===== config.mk =====
export PLATFORM = sky130hd
export DESIGN_NAME = hazard_ctrl
export DESIGN_NICKNAME = d
export VERILOG_FILES = /design/src/rtl/hazard_ctrl.sv
export SDC_FILE = /design/constraint.sdc
export NUM_CORES = 1
export LEC_CHECK = 0
export ABC_AREA = 1
export BUFFER_PORTS_ARGS = -buffer_cell sky130_fd_sc_hd__buf_2
export CORE_ASPECT_RATIO = 0.75
export CORE_MARGIN = 5
export CORE_UTILIZATION = 53
export DETAILED_ROUTE_END_ITERATION = 6
export GPL_ROUTABILITY_DRIVEN = 0
export PLACE_DENSITY = 0.86
export SLEW_MARGIN = 20
export SYNTH_ARGS = -nofsm -noshare
export SYNTH_HDL_FRONTEND = slang
export SYNTH_SLANG_ARGS = --single-unit
export TNS_END_PERCENT = 10

===== constraint.sdc =====
create_clock -name clk -period 2.05 [get_ports clk]
set_input_delay 0.41 -clock clk [delete_from_list [all_inputs] [get_ports clk]]
set_output_delay 0.41 -clock clk [all_outputs]
set_load 0.01 [all_outputs]

===== src/rtl/hazard_ctrl.sv =====
// Hazard controller for the five-stage LEGv8 pipeline: operand forwarding,
// load-use stall/bubble and a saturating stall-cycle counter.
module hazard_ctrl #(
  parameter int REG_W    = 5,
  parameter int ZERO_REG = 31,
  parameter int CNT_W    = 16
) (
  input  logic             clk,
  input  logic             reset,
  input  logic             id_valid,
  input  logic [REG_W-1:0] id_Rn,
  input  logic [REG_W-1:0] id_Rm,
  input  logic             id_use_a,
  input  logic             id_use_b,
  input  logic [REG_W-1:0] id_Rd,
  input  logic             id_RegWren,
  input  logic             id_Mem2Reg,
  output logic [1:0]       forward_Da,
  output logic [1:0]       forward_Db,
  output logic             stall,
  output logic             bubble,
  output logic [CNT_W-1:0] stall_cnt
);

  localparam logic [REG_W-1:0] XZR = REG_W'(ZERO_REG);

  logic             ex_valid_q, ex_valid_d;
  logic [REG_W-1:0] ex_rd_q, ex_rd_d;
  logic             ex_wren_q, ex_wren_d;
  logic             ex_load_q, ex_load_d;
  // MEM forwards loads and ALU results alike, so its load flag is not kept.
  logic             mem_valid_q;
  logic [REG_W-1:0] mem_rd_q;
  logic             mem_wren_q;
  logic [CNT_W-1:0] cnt_q, cnt_d;

  logic ex_hit_a, ex_hit_b, mem_hit_a, mem_hit_b, load_use;

  assign ex_hit_a  = ex_valid_q  & ex_wren_q  & (ex_rd_q  == id_Rn) & (id_Rn != XZR);
  assign ex_hit_b  = ex_valid_q  & ex_wren_q  & (ex_rd_q  == id_Rm) & (id_Rm != XZR);
  assign mem_hit_a = mem_valid_q & mem_wren_q & (mem_rd_q == id_Rn) & (id_Rn != XZR);
  assign mem_hit_b = mem_valid_q & mem_wren_q & (mem_rd_q == id_Rm) & (id_Rm != XZR);

  assign load_use = id_valid & ex_load_q &
                    ((id_use_a & ex_hit_a) | (id_use_b & ex_hit_b));

  always_comb begin
    forward_Da = 2'b00;
    forward_Db = 2'b00;
    // The younger EX producer wins over MEM; a load in EX cannot forward yet.
    if (id_use_a && ex_hit_a && !ex_load_q) forward_Da = 2'b01;
    else if (id_use_a && mem_hit_a)         forward_Da = 2'b10;
    if (id_use_b && ex_hit_b && !ex_load_q) forward_Db = 2'b01;
    else if (id_use_b && mem_hit_b)         forward_Db = 2'b10;
  end

  always_comb begin
    ex_valid_d = id_valid;
    ex_rd_d    = id_Rd;
    ex_wren_d  = id_RegWren;
    ex_load_d  = id_Mem2Reg;
    if (load_use) begin
      ex_valid_d = 1'b0;
      ex_rd_d    = '0;
      ex_wren_d  = 1'b0;
      ex_load_d  = 1'b0;
    end
  end

  always_comb begin
    cnt_d = cnt_q;
    if (load_use && (cnt_q != {CNT_W{1'b1}})) cnt_d = cnt_q + CNT_W'(1);
  end

  always_ff @(posedge clk) begin
    if (reset) begin
      ex_valid_q  <= 1'b0;
      ex_rd_q     <= '0;
      ex_wren_q   <= 1'b0;
      ex_load_q   <= 1'b0;
      mem_valid_q <= 1'b0;
      mem_rd_q    <= '0;
      mem_wren_q  <= 1'b0;
      cnt_q       <= '0;
    end else begin
      mem_valid_q <= ex_valid_q;
      mem_rd_q    <= ex_rd_q;
      mem_wren_q  <= ex_wren_q;
      ex_valid_q  <= ex_valid_d;
      ex_rd_q     <= ex_rd_d;
      ex_wren_q   <= ex_wren_d;
      ex_load_q   <= ex_load_d;
      cnt_q       <= cnt_d;
    end
  end

  assign stall     = load_use;
  assign bubble    = load_use;
  assign stall_cnt = cnt_q;

endmodule


# Yosys cells after proc, flatten, opt, wreduce, memory -nomap -nowiden
# Cells that the tools add are included.
# classes
bitwise	15
eq_ne	7
multipliers	0
magnitude_cmp	0
n_addsub	1
n_reduce_logical	9
n_mux	4
n_shift	0
div	0
# ops
cell	count
equality test 5 bit	4
adder 16 x 1 -> 16 bit (second input constant)	1
inequality test 16 bit (second input constant)	1
bitwise AND 1 bit	14
inequality test 5 bit (second input constant)	2
two-way mux 2 bit	4
logical AND 1 bit	7
OR reduction 2 bit	1
zero test 1 bit	1
bitwise OR 1 bit	1
# word_totals
inputBits	22
out_inout_bits	22
latchBits	0
reg_bits	31
rom_bits	0
mem_count	0
wordCells	44
mem_bits_rw	0

# Longest topological paths before layout
# logic_depth
word_depth	7
ltp_mapped	12
mapped_depth_nobuf	11

# Worst setup path before layout
# No wires, ideal clock.
# synth_timing
path_kind	reg-to-reg
from	register cnt_q[1], in the netlist stall_cnt[1]
to	register cnt_q[3], in the netlist stall_cnt[3]
setup_ps	128
path_stages_with_launch	12
required_time_ps	1922
slack_ps	425
path_buffers	1
synth_period_minus_slack_ps	1625
arrival_ps	1497
cell_sequence	dfxtp_1 ha_1 nand2_2 nor2_4 nand3b_2 clkinv_2 nand3_4 nand3_4 buf_8 nand2_1 nand2_1 nor2_1
# synth_between
elab_chain_cells	2
word_cells_on_any_way	3
classes_between	add/sub: 1; eq/ne: 1; reduce/logical: 1
# synth_lines
element	line	source
from (decl)	35	logic [CNT_W-1:0] cnt_q, cnt_d;
from (signal assigned)	93	cnt_q <= cnt_d;
parallel branches: the longest is 2 deep, another holds adder 16 x 1 -> 16 bit	-	
# Several ways; the timed one is not identified.
# A chain may end at the register's enable or synchronous reset.

# Final worst setup path
# layout_timing
from	register ex_valid_q
to	output port bubble
# layout_between
elab_chain_cells	6
word_cells_on_any_way	9
classes_between	bitwise: 9
# layout_lines
element	line	source
from (decl)	27	logic ex_valid_q, ex_valid_d;
from (signal assigned)	89	ex_valid_q <= ex_valid_d;
bitwise AND 1 bit (*)	39, 40	
bitwise AND 1 bit, on equally long branches (2 in a row)	39, 40	
bitwise AND 1 bit	45	((id_use_a & ex_hit_a) | (id_use_b & ex_hit_b));
bitwise OR 1 bit (*)	45	
bitwise AND 1 bit (*)	44	assign load_use = id_valid & ex_load_q &
to (decl)	21	output logic bubble,
# Every way passes the cells marked *; elsewhere a longest branch is shown, timed or not.

==> results <==
- The number of nets in the layout is 349.
- On the worst path, the slowest cell contributes a delay of 0.33 ns.
- The floorplan step set the die height to 61.09 um.
- For this design the total switching power over the nets is 0.3000 mW.
- The region available for standard cell placement spans 3311 sq um.
- Buffers inserted to repair hold after CTS numbered 0.
- The global-route usage over all layers is 0.1980.
- Data on the critical path is required at its endpoint by 1.64 ns.
- The growth of design area from synthesis to finish is 19.40%.
- Of the total power, registers draw 0.466.
- The half-perimeter wire length after detailed placement is 3405 um.
- The final layout contains routed wiring with a total length of 4436 um.
- The worst-case headroom to the max-slew limit is 0.7261.
- The post-synthesis net count is 303.
- The total overflow reported by the global router is 0.
- Leaving out filler cells and counting taps, the final layout contains 367.
- At the pin with the least slew margin, the transition time is 0.4105 ns.
- The number of placed cells counting well taps is 359.
- The critical path contains buffers and inverters numbering 2 combined.
- Buffers placed on the I/O ports in this run total 43.
- In this design, the critical path's most frequently occurring cell is nand2_1.
- TritonCTS built the clock tree.
- The leakage power is 1.140 nW.
- At the later pin of the worst-skew pair, clock insertion delay measures 0.29 ns.
- Of the total power, the share spent switching nets is 0.2213.
- The path type of the worst min-delay path is input port to flop.
- Of the total power, combinational logic draws 0.075.
- For this design the ratio of total power to cell area is 615.5 nW/um^2.
- The cell type with the highest aggregate area in the netlist is dfxtp_1.
- The count of final max-slew check failures is 0.
- The time the final worst path needs with I/O delays and setup is 1.862 ns.
- The startpoint-to-endpoint class of the critical path is flop to primary output.
- The first global-routing pass estimated 7376 um of wire.
- The data arrival time of the critical path is 1.45 ns.
- The count of endpoints failing setup in the final report is 0.
- The count of cells resized by post-cts repair is 0.
- The setup total negative slack is 0 ns.
- Dividing the detail-routed via count by the number of cells gives 4.984.
- Setup repair after global routing left no endpoint under its margin.
- The detailed-route via count is 1,829.
- The critical-path maximum fanout is 2.
- The number of hold-slack violations in the final timing report is 0.
- The starting utilization of the core area is 0.5571.
- The number of flops mapped to enable cells by yosys is 0.
- The number of warnings reported in the yosys synthesis log is 0.
- The netlist uses 27 different library cells.
- The cell with the largest stage delay on the worst path is dfxtp_1.
- The cell family contributing the most delay on the critical path is simple AND/OR/NAND/NOR gates.
- The clock network power share is 0.459.
- The design draws 1.356 mW.
- Sorting the synthesized cells by area gives the leading types as dfxtp_1, nand2_1, nor2_1.
- The worst setup path is launched from a flop.
- The area share of the largest cell type after synthesis is 0.3365.
- The post-route worst hold slack is 0.3240 ns.
- After the first detailed-routing iteration, the DRC count stood at 185.
- Pin placement for this block handled 44 I/O pins.
- The number of maximum-capacitance violations is 0.
- The average wire length per cell after detail routing is 12.09 um.
- The part of the Yosys area used for sequential elements is 0.3365.
- The number of remaining DRC errors is 0.
- The post-synthesis instance total is 280.
- The commonest cells after synthesis are nand2_1, nor2_1, inv_1.
- The number of optimization iterations in the first detailed-route pass is 4.
- Dividing the final minimum period by the clock period gives 0.9082.
- The number of routed nets with antenna violations is 0.
- The number of antenna violations at the first check in global routing was 0.
- The highest clock frequency the design can meet is 0.5371 GHz.
- For this run, asynchronously set or reset flops after synthesis account for 0.
- In this run the cell area of the synthesized design comes to 1844 sq um.
- The leading cell type by number of instances after synthesis is nand2_1.
- The cell row count is 18.
- The synthesized area per cell is 6.587 sq um.
- Synthesis inferred 31 register bits.
- The antenna diode count is 0.
- The nature of the critical path endpoint is a primary output.
- The share of layout cells above drive strength 1 is 0.1988.
- The number of levels in the clock H-tree is 2.
- In this run the post-CTS setup repair buffer count came out at 0.
- The number of global-route vias before repair was 1,655.
- The total clock buffers created by CTS is 5.
- The detailed router put a total of 2017 um of wire on met1.
- Across the VDD grid, the largest voltage drop is 0.0005014 V.
- The setup clock skew after layout is 0.002512 ns.
- The run finished with clean final reports.
- The signal on the critical path passes through nand2_1, nor2_1, nand2_1, nor2_1, nand2_1, nand2_2, nand2_1, inv_1, buf_2.
- The CTS clock-pin slew for the worst setup and hold paths is 0.06 ns.
- The pin count of the biggest net entering global routing is 18.
- The routed length on met3 is 362 um.
- The deepest clock path buffer count is 2.
- The total die area is 4772 sq um.
- The root buffer cell chosen for the clock tree is clkbuf_8.
- The internal cell power is 1.056 mW.
- The clock net in this run drives a total of 31 sinks.
- The uppermost metal layer occupied by signal nets is met4.
- The final core utilization is 0.6652.
- The horizontal die dimension is 78.12 um.
- For this run, the leading register cell type out of synthesis is dfxtp_1.
- After detailed routing, the met2 layer carries 1939 um of wire.
==> state kept, by name, summed over array words and instances (netlist names) <==
signal,count
mem_rd_q,5
mem_valid_q,1
ex_valid_q,1
ex_wren_q,1
ex_rd_q,5
stall_cnt,16
mem_wren_q,1
ex_load_q,1
==> final timing paths <==
path / to / slack [ns] / start / cells after the start
worst max-delay path: bubble / 0.19 / ex_valid_q / 9
worst min-delay path: ex_rd_q[3] / 0.32 / id_Rd[3] / 3
worst max register to register: stall_cnt[9] / 0.31 / stall_cnt[1] / 7
worst min register to register: mem_wren_q / 0.43 / ex_wren_q / 2
==> cell usage in the layout (no fill, tap or decap), types with 3 or more instances in the layout <==
master / n
nand3_1: 6
xor2_1: 12
inv_1: 47
dfxtp_1: 30
nor2_1: 53
o21ai_0: 4
clkbuf_8: 6
nand4_1: 11
buf_2: 43
a21oi_1: 8
nor3_1: 3
xnor2_1: 13
nand2_1: 71
==> per-layer routing <==
layer  vias up  GRT usage
li1        943          -
met1       817     0.2685
met2        56     0.2913
met3        13    0.05848
met4         0    0.09639
met5         -          0
==> tightest hold or removal path, stage by stage <==
cell and delay (ns):
buf_2 0.09, inv_1 0.04, nor2_1 0.03
==> power groups by stage <==
stage | registers, mW | clock network (mW) | logic [mW]
6_report | 0.631 | 0.622 | 0.102
5_1_grt | 0.632 | 0.660 | 0.116
4_1_cts | 0.630 | 0.633 | 0.103
3_5_place_dp | 0.644 | 0 | 0.101
3_3_place_gp | 0.643 | 0 | 0.0983
2_1_floorplan | 0.639 | 0 | 0.0614
==> layout make-up <==
type / instances / area (sq um)
clock buffer: 6 / 82.58
clock inverter: 2 / 35.03
fill: 293 / 1109
inverter: 48 / 181.4
multi-input combinational: 195 / 1001
sequential: 31 / 621.8
tap: 40 / 50.05
timing repair buffer: 45 / 230.2
==> through the flow <==
step / setup slack [ns] / instance area, sq um
detailed placement: 0.2716 / 2083
finish: 0.1882 / 2202
CTS: 0.1164 / 2201
global placement: 0.3102 / 2083
floorplan: 0.4251 / 1844
global route: 0.01543 / 2202
==> cell families (layout without fill, tap and decap cells) <==
kind of cell,after synthesis,in the layout,share of synthesized area
buf+inv,54,101,0.1208
fa+ha+maj,1,1,0.006783
simple gates,155,155,0.3765
compound gates,14,14,0.04071
flops,31,31,0.3365
xor+xnor,25,25,0.1187
(Power assumes the default switching activity.)
